==> src/rtl/vd_acs_scheduler.sv <==
// ACS sequencer for the rate-1/2 Viterbi decoder: walks butterfly groups through the
// shared ACS units per symbol and drives metric bank, survivor column and traceback launch.
//
// state | meaning
// IDLE  | decoding disabled, waiting for Active
// INIT  | writing initial path metrics, one group per cycle
// WAIT  | ready for the next code symbol
// ACS   | issuing metric reads, one group per cycle
// DRAIN | waiting for the ACS pipeline to retire the last write
module vd_acs_scheduler #(
    parameter int K         = 9,
    parameter int BFLY_LOG2 = 2,
    parameter int ACS_LAT   = 2,
    parameter int TB_DEPTH  = 64,
    localparam int WD_GRP   = K - 2 - BFLY_LOG2,
    localparam int GROUPS   = 1 << WD_GRP,
    localparam int WD_COL   = $clog2(TB_DEPTH)
) (
    input  logic              CLOCK,
    input  logic              Reset,
    input  logic              Active,
    input  logic              SymValid,
    input  logic              NormReq,
    output logic              SymAccept,
    output logic              RdEn,
    output logic [WD_GRP-1:0] RdGrp,
    output logic              RdBank,
    output logic              WrEn,
    output logic [WD_GRP-1:0] WrGrp,
    output logic              WrBank,
    output logic              InitEn,
    output logic              NormEn,
    output logic              SurvWrEn,
    output logic [WD_COL-1:0] SurvCol,
    output logic              TbStart,
    output logic [WD_COL-1:0] TbCol,
    output logic              Busy,
    output logic              Overrun
);

    typedef enum logic [2:0] {S_IDLE, S_INIT, S_WAIT, S_ACS, S_DRAIN} state_t;

    state_t              state, state_nx;
    logic [WD_GRP-1:0]   cnt;
    logic [ACS_LAT-1:0]  pipe_en;
    logic [WD_GRP-1:0]   pipe_grp [ACS_LAT];
    logic [WD_COL:0]     fill;
    logic                rd_bank;
    logic                norm_pend;
    logic                norm_en;
    logic                overrun_q;
    logic                tb_start;
    logic [WD_COL-1:0]   tb_col;
    logic [WD_COL-1:0]   surv_col;
    logic                accept;
    logic                done_sym;
    logic                last_grp;
    logic                last_wr;
    logic                wr_pipe;

    assign last_grp = (cnt == WD_GRP'(GROUPS - 1));
    assign wr_pipe  = pipe_en[ACS_LAT-1];
    assign last_wr  = wr_pipe && (pipe_grp[ACS_LAT-1] == WD_GRP'(GROUPS - 1));

    always_comb begin
        state_nx = state;
        accept   = 1'b0;
        done_sym = 1'b0;
        case (state)
            S_IDLE:  if (Active) state_nx = S_INIT;
            S_INIT:  if (last_grp) state_nx = Active ? S_WAIT : S_IDLE;
            S_WAIT: begin
                if (!Active) begin
                    state_nx = S_IDLE;
                end else if (SymValid) begin
                    accept   = 1'b1;
                    state_nx = S_ACS;
                end
            end
            S_ACS:   if (last_grp) state_nx = S_DRAIN;
            S_DRAIN: begin
                if (last_wr) begin
                    done_sym = 1'b1;
                    state_nx = Active ? S_WAIT : S_IDLE;
                end
            end
            default: state_nx = S_IDLE;
        endcase
    end

    always_ff @(posedge CLOCK) begin
        if (!Reset) begin
            state     <= S_IDLE;
            cnt       <= '0;
            pipe_en   <= '0;
            for (int i = 0; i < ACS_LAT; i++) pipe_grp[i] <= '0;
            fill      <= '0;
            rd_bank   <= 1'b0;
            norm_pend <= 1'b0;
            norm_en   <= 1'b0;
            overrun_q <= 1'b0;
            tb_start  <= 1'b0;
            tb_col    <= '0;
            surv_col  <= '0;
        end else begin
            state <= state_nx;
            if ((state == S_INIT || state == S_ACS) && state_nx == state)
                cnt <= cnt + 1'b1;
            else
                cnt <= '0;

            pipe_en[0]  <= (state == S_ACS);
            pipe_grp[0] <= cnt;
            for (int i = 1; i < ACS_LAT; i++) begin
                pipe_en[i]  <= pipe_en[i-1];
                pipe_grp[i] <= pipe_grp[i-1];
            end

            if (state == S_IDLE && state_nx == S_INIT) begin
                overrun_q <= 1'b0;
                fill      <= '0;
                surv_col  <= '0;
                rd_bank   <= 1'b0;
            end else if (Busy && SymValid) begin
                overrun_q <= 1'b1;
            end

            // A request in the accept cycle is folded into the symbol being taken.
            if (accept) begin
                norm_en   <= norm_pend | NormReq;
                norm_pend <= 1'b0;
            end else begin
                norm_pend <= norm_pend | NormReq;
                if (state == S_ACS && last_grp) norm_en <= 1'b0;
            end

            tb_start <= 1'b0;
            if (done_sym) begin
                rd_bank  <= ~rd_bank;
                surv_col <= surv_col + 1'b1;
                tb_col   <= surv_col;
                tb_start <= (fill >= (WD_COL+1)'(TB_DEPTH - 1));
                if (fill != (WD_COL+1)'(TB_DEPTH)) fill <= fill + 1'b1;
            end
        end
    end

    assign SymAccept = accept;
    assign RdEn      = (state == S_ACS);
    assign RdGrp     = RdEn ? cnt : '0;
    assign RdBank    = rd_bank;
    assign InitEn    = (state == S_INIT);
    assign WrEn      = InitEn | wr_pipe;
    assign WrGrp     = InitEn ? cnt : (wr_pipe ? pipe_grp[ACS_LAT-1] : '0);
    assign SurvWrEn  = ~InitEn & wr_pipe;
    assign WrBank    = SurvWrEn & ~rd_bank;
    assign NormEn    = norm_en;
    assign SurvCol   = surv_col;
    assign TbStart   = tb_start;
    assign TbCol     = tb_col;
    assign Busy      = (state == S_INIT) || (state == S_ACS) || (state == S_DRAIN);
    assign Overrun   = overrun_q;

endmodule

==> config.mk <==
export PLATFORM = sky130hd
export DESIGN_NAME = vd_acs_scheduler
export DESIGN_NICKNAME = d
export VERILOG_FILES = /design/src/rtl/vd_acs_scheduler.sv
export SDC_FILE = /design/constraint.sdc
export NUM_CORES = 1
export LEC_CHECK = 0
export BUFFER_PORTS_ARGS = -buffer_cell sky130_fd_sc_hd__buf_2
export CAP_MARGIN = 20
export CORE_UTILIZATION = 54
export DETAILED_ROUTE_END_ITERATION = 8
export PLACE_DENSITY = 0.86
export SLEW_MARGIN = 20
export SYNTH_ARGS = -nofsm -noshare
export SYNTH_HDL_FRONTEND = slang
export SYNTH_SLANG_ARGS = --single-unit
==> constraint.sdc <==
create_clock -name CLOCK -period 2.1 [get_ports CLOCK]
set_input_delay 0.105 -clock CLOCK [delete_from_list [all_inputs] [get_ports CLOCK]]
set_output_delay 0.105 -clock CLOCK [all_outputs]
set_load 0.005 [all_outputs]
=== Word level (Yosys, flattened, before mapping) ===
Memory sizes are Yosys's and may differ from the RTL's.
Index checks and enable logic that the tools add are counted.

* Memories kept: 1
* Bits in writable memories: 10
* Word-level logic and storage cells: 77
* Bits in registers: 34
* Output and inout bits: 33

* Mux-type cells: 29
* Bitwise logic cells: 9
* Equal/unequal tests: 9
* Reduce and logical (&&, ||, !) cells: 14
* Order comparisons: 1
* Add/sub/neg operators: 3

{| class="wikitable"
|+ Memories
! name !! depth !! width !! rd ports !! clocked after Yosys merged registers in !! wr ports !! line !! text
|-
| pipe_grp || 2 || 5 || 2 || 0 || 2 || 46 || <nowiki>logic [WD_GRP-1:0] pipe_grp [ACS_LAT];</nowiki>
|}

{| class="wikitable"
|+ Operator list
! cell !! count
|-
| 2-to-1 mux 5 bit || 5
|-
| 2-to-1 mux 7 bit || 3
|-
| 2-to-1 mux 3 bit || 6
|-
| case mux 3 bit (5 select lines) || 1
|-
| 2-to-1 mux 6 bit || 2
|-
| 2-to-1 mux 1 bit || 11
|-
| equality test 5 bit (second input constant) || 2
|-
| adder 7 x 1 -> 7 bit (second input constant) || 1
|-
| >= comparator 7 x 6 -> 1 bit (second input constant) || 1
|-
| != test 7 bit (second input constant) || 1
|-
| adder 6 x 1 -> 6 bit (second input constant) || 1
|-
| equality test 3 x 1 -> 1 bit (second input constant) || 2
|-
| equality test 3 x 2 -> 1 bit (second input constant) || 2
|-
| adder 5 x 1 -> 5 bit (second input constant) || 1
|-
| logical AND 1 bit || 5
|-
| OR 1 bit || 4
|-
| AND reduction 2 bit || 2
|-
| nonzero test 2 bit || 2
|-
| OR reduction 2 bit || 2
|-
| equality test 3 bit || 1
|-
| equality test 3 bit (second input constant) || 1
|-
| zero test 3 bit || 1
|-
| inverter 1 bit || 3
|-
| bitwise AND 1 bit || 2
|-
| other kinds (2) || 3
|}

=== Longest topological paths before layout ===
Gate-level depths: netlist (run 1).

* Word-level depth: 9
* Gate-level depth with buffers: 7
* Gate-level depth less buffers: 7

=== Worst setup path before layout (run 1) ===
Ideal clock, no wire load.

* Kind: reg-to-reg
* Start point: reg state[2]
* End point: reg fill[5]
* Stages on the path, launching flop included: 5
* Setup time: 74 ps
* Setup slack: 223 ps
* Data arrival time: 1,802 ps
* Buffers on the path: 0
* Cells stage by stage: dfxtp_1 > or3b_4 > or3_1 > or4b_1 > a31oi_1

* Word-level cells in the longest chain between the ends: 8

{| class="wikitable"
|+ RTL lines
! element !! line !! text
|-
| from (decl) || 43 || <nowiki>state_t state, state_nx;</nowiki>
|-
| from (signal assigned) || 106 || <nowiki>state <= state_nx;</nowiki>
|-
| 2-to-1 mux 3 bit || 75 || <nowiki>end else if (SymValid) begin</nowiki>
|-
| 2-to-1 mux 3 bit || 73 || <nowiki>if (!Active) begin</nowiki>
|-
| case mux 3 bit (5 select lines) || 69 || <nowiki>case (state)</nowiki>
|-
| equality test 3 x 1 -> 1 bit || 119 || <nowiki>if (state == S_IDLE && state_nx == S_INIT) begin</nowiki>
|-
| logical AND 1 bit || 119 ||
|-
| 2-to-1 mux 7 bit || 119 ||
|-
| 2-to-1 mux 7 bit || 143 || <nowiki>if (fill != (WD_COL+1)'(TB_DEPTH)) fill <= fill + 1'b1;</nowiki>
|-
| 2-to-1 mux 7 bit (*) || 138 || <nowiki>if (done_sym) begin</nowiki>
|-
| to (signal assigned) || 143 ||
|-
| to (decl) || 47 || <nowiki>logic [WD_COL:0] fill;</nowiki>
|}

Every way passes the cells marked *; elsewhere a longest branch is shown, timed or not.
A chain may end at the register's enable or synchronous reset.

=== Final worst setup path (run 1) ===
* Start point: reg state[2]
* End point: reg surv_col[5] (netlist: SurvCol[5])

* Word-level cells in the longest chain between the ends: 6

{| class="wikitable"
|+ RTL lines
! element !! line !! text
|-
| 2-to-1 mux 3 bit || 75 ||
|-
| 2-to-1 mux 3 bit || 73 ||
|-
| case mux 3 bit (5 select lines) || 69 ||
|-
| equality test 3 x 1 -> 1 bit || 119 ||
|-
| logical AND 1 bit || 119 ||
|-
| nonzero test 2 bit (no source line) || n/a ||
|-
| to (signal assigned) || 140 || <nowiki>surv_col <= surv_col + 1'b1;</nowiki>
|-
| to (decl) || 54 || <nowiki>logic [WD_COL-1:0] surv_col;</nowiki>
|}

Several ways; a longest one is shown, not always the timed one.

==> impl_metrics.env, run 1 <==
export IMPL_insertedDiodeCount=0
export IMPL_fmax_mhz=511
export IMPL_final_min_clock_period_ps=1960
export IMPL_postLayoutCoreUtil_pct=66.6
export IMPL_cell_by_cell_trace_of_the_critical_path="or3b_4 -> or3_1 -> buf_4 -> or3_1 -> a31oi_1"
export IMPL_synthArstFlopShare_pct=0
export IMPL_floorplan_rows=21
export IMPL_drtPass1Iterations=4
export IMPL_path_delay_family="simple AND/OR/NAND/NOR gates"
export IMPL_critPathRequiredTime_ps=2380
export IMPL_routedWlPerCell_um=12.5
export IMPL_arrival_ps=2230
export IMPL_share_clk_of_total_power_pct=27.1
export IMPL_ys_dominant_reg_cell="dfxtp_1"
export IMPL_synth_top_cells_by_area="dfxtp_1 46%, nand2_1 6.3%, and2_1 5.6%"
export IMPL_die_area_um2=3790
export IMPL_unrepaired_setup_endpoints_after_global_routing="no"
export IMPL_grt_first_pass_wirelength_um=6250
export IMPL_cts_made_buffers=5
export IMPL_timing_slew_headroom_pct=62.7
export IMPL_hold_ws_ps=21.8
export IMPL_power_total_mw=1.25
export IMPL_antenna_found_initial=0
export IMPL_final_routed_wirelength_um=3880
export IMPL_nets_finish=278
export IMPL_die_width_um=61.5
export IMPL_crit_cells=5
export IMPL_clk_transition_reported_paths_ps=110
export IMPL_post_cts_setup_buffer_count=0
export IMPL_vias=1651
export IMPL_postCtsHoldBufs=0
export IMPL_switching_power_mw=0.272
export IMPL_status="complete, no violations"
export IMPL_floorplan_die_height_um=61.5
export IMPL_timing_critical_path_from="state[2]"
export IMPL_proportion_of_netlist_area_held_by_the_largest_area_contributor_pct=46.0
export IMPL_yosys_warnings=0
export IMPL_crit_path_top_delay_cell="or3_1"
export IMPL_coreArea_um2=3360
export IMPL_post_synth_num_cell_types=44
export IMPL_syn_to_final_growth_pct=17.1
export IMPL_critical_path_endpoint_category="flop"
export IMPL_floorplan_initialDensity_pct=56.9
export IMPL_power_ir_vdd_worst_uv=443
export IMPL_cts_resized_gates=0
export IMPL_fin_crit_sh_pct=93.1
export IMPL_grt_remaining_overflow=0
export IMPL_power_static_leakage_nw=0.985
export IMPL_power_share_switching_pct=21.8
export IMPL_worstPathBufferInverterCount=1
export IMPL_worst_r2r_path_depth=5
export IMPL_final_hold_viol_count=0
export IMPL_vias_per_cell=5.31
export IMPL_critPathKind="flop to flop"
export IMPL_crit_path_max_incr_delay_ps=440
export IMPL_crit_path_start_kind="flop"
export IMPL_cts_buffer_depth=2
export IMPL_slew_viol_final=0
export IMPL_grt_start_max_net_pins=19
export IMPL_slew_at_the_pin_closest_to_its_max_slew_limit_ps=554
export IMPL_reg2reg_from="state[2]"
export IMPL_postRouteAntennaNets=0
export IMPL_postSynthRegisterBits=44
export IMPL_synth_edf_count=0
export IMPL_synth_avg_cell_area_um2=8.58
export IMPL_groute_usage_overall_pct=22.7
export IMPL_layoutNonFillerInstCount=311
export IMPL_fill_cells=291
export IMPL_numPlacedInstances=306
export IMPL_clock_insertion_delay_worst_skew_ps=340
export IMPL_cp_common_cell="or3_1"
export IMPL_ys_seq_area_share_pct=46.0
export IMPL_tritoncts_num_sinks=44
export IMPL_cell_depth_of_the_worst_hold_path=3
export IMPL_hold_path_class="input pin to flop"
export IMPL_share_seq_of_total_power_pct=67.7
export IMPL_cts_root_buffer="clkbuf_4"
export IMPL_worst_clock_skew_ps=5.53
export IMPL_detailedPlacementHpwl_um=2870
export IMPL_place_congestion=0.949
export IMPL_drcViolationCount=0
export IMPL_drv_cap=0
export IMPL_power_combinational_fraction_pct=5.2
export IMPL_cts_htree_levels=2
export IMPL_hold_start="NormReq"
export IMPL_synthDominantAreaCellType="dfxtp_1"
export IMPL_tritoncts="yes"
export IMPL_internal_power_mw=0.977
export IMPL_max_fo_critical_path=6
export IMPL_postSynthNetCount=234
export IMPL_placement_io_buffers=37
export IMPL_setup_violations=0
export IMPL_layout_drive_gt1_share_pct=21.1
export IMPL_post_synth_inst_count=223
export IMPL_power_per_cell_area_nw_per_um2=557
export IMPL_io_pin_count=38
export IMPL_drtIter0Drc=89
export IMPL_fin_setup_tns_ps=0
export IMPL_grt_pass1_vias=1388
export IMPL_post_synth_instance_area_um2=1910
-- power by group through the flow --
stage | Combinational [mW] | Clock [mW] | Sequential [mW]
floorplan | 0.0383 | 0 | 0.864
global placement | 0.0632 | 0 | 0.864
detailed placement | 0.0642 | 0 | 0.864
CTS | 0.0645 | 0.350 | 0.845
global route | 0.0716 | 0.391 | 0.847
finish | 0.0646 | 0.339 | 0.845
-- final timing paths --
check	end	slack, ps
min	norm_pend	20
max	SurvCol[5]	140
max reg2reg	SurvCol[5]	140
min reg2reg	pipe_grp[0][6]	440
-- layout by cell type (no fill, tap or decap), drive strengths merged, types with 3 or more instances in the layout --
master and instances:
buf 46, dfxtp 44, nand2 32, and2 17, a21oi 14, nand3 13
inv 10, nor2 10, o21ai 10, nor3 7, ha 6, clkbuf 5
mux2i 4, nand2b 3, and3 3, or3 3, a31oi 3
-- logic make-up (layout without fill, tap and decap cells) --
| family | after synthesis | count (layout) | share of synthesized area (%) |
|---|---|---|---|
| AO/OA/AOI/OAI | 40 | 40 | 12.9 |
| flip-flops | 44 | 44 | 46.0 |
| buffers and inverters | 19 | 61 | 3.99 |
| XOR/XNOR | 3 | 3 | 1.37 |
| adder cells (fa/ha/maj) | 6 | 6 | 3.92 |
| multiplexers | 5 | 5 | 2.68 |
| AND/OR/NAND/NOR | 106 | 106 | 29.2 |
-- metrics by stage --
step | setup slack [ps] | cell area [µm²]
after floorplan | 223 | 1910
after global placement | 214 | 2200
after detailed placement | 170 | 2200
after CTS | 149 | 2240
after global routing | 31.5 | 2240
final | 144 | 2240
-- final cells by class --
type                       count  area (µm²)  area share (%)
inverter                      10        37.5            1.68
multi-input combinational    160         962            42.9
clock buffer                   5        37.5            1.68
sequential                    44         881            39.3
tap                           46        57.6            2.57
timing repair buffer          46         265            11.8
-- synthesized netlist by cell type (all sizes together), types with 2 or more instances --
master   n
or4b     2
ha       6
and2    17
nand3   13
a21oi   14
nor2b    2
nand2   32
inv     10
o221ai   2
dfxtp   44
a21o     2
mux2i    4
nand2b   3
buf      2
and3     3
nand4    2
clkbuf   7
nor3     7
or4      2
nand3b   2
nor4     2
xnor2    2
nor3b    2
or3      3
o21ai   10
a31oi    3
nor2    10
-- flip-flops by register name, summed over array words and instances (netlist names), 2 cells and up --
| register | flops |
|---|---|
| state | 3 |
| TbCol | 6 |
| pipe_grp | 10 |
| SurvCol | 6 |
| pipe_en | 2 |
| cnt | 5 |
| fill | 7 |
-- layer usage --
metal	part of all wire [%]	global-route usage (%)	vias up
li1	-	-	863
met1	48	31.3	752
met2	47	33.0	34
met3	4.4	7.35	2
met4	0.21	8.89	0
met5	0	0	-
-- worst reg2reg max path: stages (launching register included) --
cell	delay (ps)
dfxtp_1	350
or3b_4	410
or3_1	440
buf_4	190
or3_1	350
a31oi_1	150
Note: power is estimated with default switching activity, not from simulation.
==> run 2: changes to the inputs <==
--- a/config.mk
+++ b/config.mk
@@ -7,6 +7,7 @@
 export LEC_CHECK = 0
 export BUFFER_PORTS_ARGS = -buffer_cell sky130_fd_sc_hd__buf_2
 export CAP_MARGIN = 20
+export CORE_MARGIN = 2
 export CORE_UTILIZATION = 54
 export DETAILED_ROUTE_END_ITERATION = 8
 export PLACE_DENSITY = 0.86
==> run 2 against run 1 <==
Net effect:
- first-iteration DRC count grew 37%
- utilization grew 1.0 points
- wire length grew 4.1%
- total power grew 7.0%
- combinational power grew 5.6%
- critical path depth shrank 1
- cell area grew 1.5%
- hold slack lost 15 ps
- clock power grew 24%
- flip-flop and latch count is the same
- non-clock buffer count grew 2
- register-to-register slack gained 30 ps
==> impl_metrics.env, run 2 (synthesis gave the netlist of run 1 again) <==
export IMPL_biggestRegsByFlops="pipe_grp: 10 flops, fill: 7 flops"
export IMPL_timing_slew_headroom_pct=62.4
export IMPL_clk_transition_reported_paths_ps=120
export IMPL_coreArea_um2=3360
export IMPL_fill_cells=306
export IMPL_power_total_mw=1.34
export IMPL_drcViolationCount=0
export IMPL_io_pin_count=38
export IMPL_drv_cap=0
export IMPL_die_area_um2=4040
export IMPL_vias=1713
export IMPL_worstPathBufferInverterCount=0
export IMPL_power_per_cell_area_nw_per_um2=588
export IMPL_share_seq_of_total_power_pct=63.3
export IMPL_grt_pass1_vias=1500
export IMPL_final_hold_viol_count=0
export IMPL_crit_path_top_delay_cell="or4b_1"
export IMPL_worst_clock_skew_ps=3.70
export IMPL_cell_by_cell_trace_of_the_critical_path="or3b_4 -> or3_4 -> or4b_1 -> a31oi_1"
export IMPL_share_clk_of_total_power_pct=31.6
export IMPL_met1_usage_pct=27.7
export IMPL_power_ir_vdd_worst_uv=443
export IMPL_final_cell_area_um2=2270
export IMPL_insertedDiodeCount=0
export IMPL_fmax_mhz=521
export IMPL_dpl_worst_slack_ps=140
export IMPL_power_share_switching_pct=23.2
export IMPL_clock_insertion_delay_worst_skew_ps=360
export IMPL_syn_to_final_growth_pct=18.8
export IMPL_layoutNonFillerInstCount=316
export IMPL_vias_per_cell=5.42
export IMPL_reg2reg_from="state[0]"
export IMPL_grt_remaining_overflow=0
export IMPL_final_cell_mix="44 x dfxtp_1, 37 x buf_2, 32 x nand2_1"
export IMPL_fin_setup_tns_ps=0
export IMPL_slew_at_the_pin_closest_to_its_max_slew_limit_ps=559
export IMPL_switching_power_mw=0.310
export IMPL_rr_endpoint="fill[5]"
export IMPL_crit_cells=4
export IMPL_floorplan_die_height_um=63.5
export IMPL_path_delay_family="simple AND/OR/NAND/NOR gates"
export IMPL_grt_first_pass_wirelength_um=6750
export IMPL_whs_endpoint="norm_pend"
export IMPL_grt_start_max_net_pins=18
export IMPL_crit_path_max_incr_delay_ps=500
export IMPL_post_cts_setup_buffer_count=0
export IMPL_floorplan_initialDensity_pct=56.9
export IMPL_status="complete, no violations"
export IMPL_antenna_found_initial=0
export IMPL_layout_commonest_cell="dfxtp_1"
export IMPL_globalRouteMet3Util_pct=4.64
export IMPL_max_fo_critical_path=8
export IMPL_power_combinational_fraction_pct=5.1
export IMPL_critical_path_endpoint_category="flop"
export IMPL_placed_cell_area_um2=2200
export IMPL_internal_power_mw=1.03
export IMPL_fin_crit_sh_pct=91.5
export IMPL_cts_made_buffers=5
export IMPL_critPathRequiredTime_ps=2400
export IMPL_slew_viol_final=0
export IMPL_critPathKind="flop to flop"
export IMPL_cell_depth_of_the_worst_hold_path=3
export IMPL_use_met2_pct=34.6
export IMPL_largest_register="pipe_grp"
export IMPL_drtPass1Iterations=4
export IMPL_final_min_clock_period_ps=1920
export IMPL_final_routed_wirelength_um=4040
export IMPL_worst_r2r_path_depth=4
export IMPL_grt_busiest_layer="met2"
export IMPL_place_congestion=0.888
export IMPL_power_static_leakage_nw=1.01
export IMPL_nets_finish=280
export IMPL_drtIter0Drc=122
export IMPL_routedWlPerCell_um=12.8
export IMPL_layout_drive_gt1_share_pct=22.6
export IMPL_groute_usage_overall_pct=21.5
export IMPL_die_width_um=63.5
export IMPL_hold_start="NormReq"
export IMPL_unrepaired_setup_endpoints_after_global_routing="no"
export IMPL_largest_register_ffs=10
export IMPL_cts_buffer_depth=2
export IMPL_hold_path_class="input pin to flop"
export IMPL_detailedPlacementHpwl_um=2950
export IMPL_tritoncts="yes"
export IMPL_arrival_ps=2220
export IMPL_reg2reg_slack_ps=180
export IMPL_postLayoutCoreUtil_pct=67.6
export IMPL_placement_io_buffers=37
export IMPL_postRouteAntennaNets=0
export IMPL_hold_ws_ps=6.34
export IMPL_floorplan_rows=21
export IMPL_crit_path_start_kind="flop"
export IMPL_tritoncts_num_sinks=44
export IMPL_cts_htree_levels=2
export IMPL_finalWorstSetupSlack_ps=179
export IMPL_cts_root_buffer="clkbuf_4"
export IMPL_setup_violations=0
export IMPL_numPlacedInstances=307
-- run 2: area by class of cell --
| type | count | area [µm²] | share of cell area, % |
|---|---|---|---|
| inverter | 10 | 37.5 | 1.65 |
| timing repair buffer | 48 | 270 | 11.9 |
| clock inverter | 2 | 10.0 | 0.440 |
| tap | 46 | 57.6 | 2.53 |
| sequential | 44 | 881 | 38.7 |
| clock buffer | 6 | 51.3 | 2.26 |
| multi-input combinational | 160 | 967 | 42.5 |
-- run 2: worst register-to-register path: cells and delay by family, from the launching register on --
family | cells | cell delay (ps)
AND/OR/NAND/NOR | 3 | 1350
flip-flops | 1 | 340
AO/OA/AOI/OAI | 1 | 160
-- run 2: per-layer routing --
metal | wire length [µm] | vias up | share of wire, %
li1 | - | 871 | -
met1 | 1890 | 795 | 47
met2 | 1900 | 40 | 47
met3 | 175 | 7 | 4.3
met4 | 72 | 0 | 1.8
met5 | 0 | - | 0
-- run 2: what timing repair did --
action                                 CTS  global route
endpoints found under the hold margin    1             0
setup endpoints to repair                0             1
gates resized for setup                  0             1
hold buffers                             1             0
-- run 2: worst max-delay path by stage --
stage | start | endpoint | slack (ps)
finish | state[0] | fill[5] | 180
global route | state[0] | fill[5] | 80
CTS | state[0] | fill[5] | 100
detailed placement | state[0] | fill[5] | 140
global placement | state[0] | fill[5] | 170
floorplan | state[2] | fill[5] | 220
-- run 2: power groups by stage --
stage / Clock [mW] / Combinational (mW) / Sequential, mW
finish: 0.422 / 0.0682 / 0.846
global route: 0.464 / 0.0753 / 0.848
CTS: 0.430 / 0.0677 / 0.846
detailed placement: 0 / 0.0655 / 0.865
global placement: 0 / 0.0650 / 0.864
floorplan: 0 / 0.0383 / 0.864
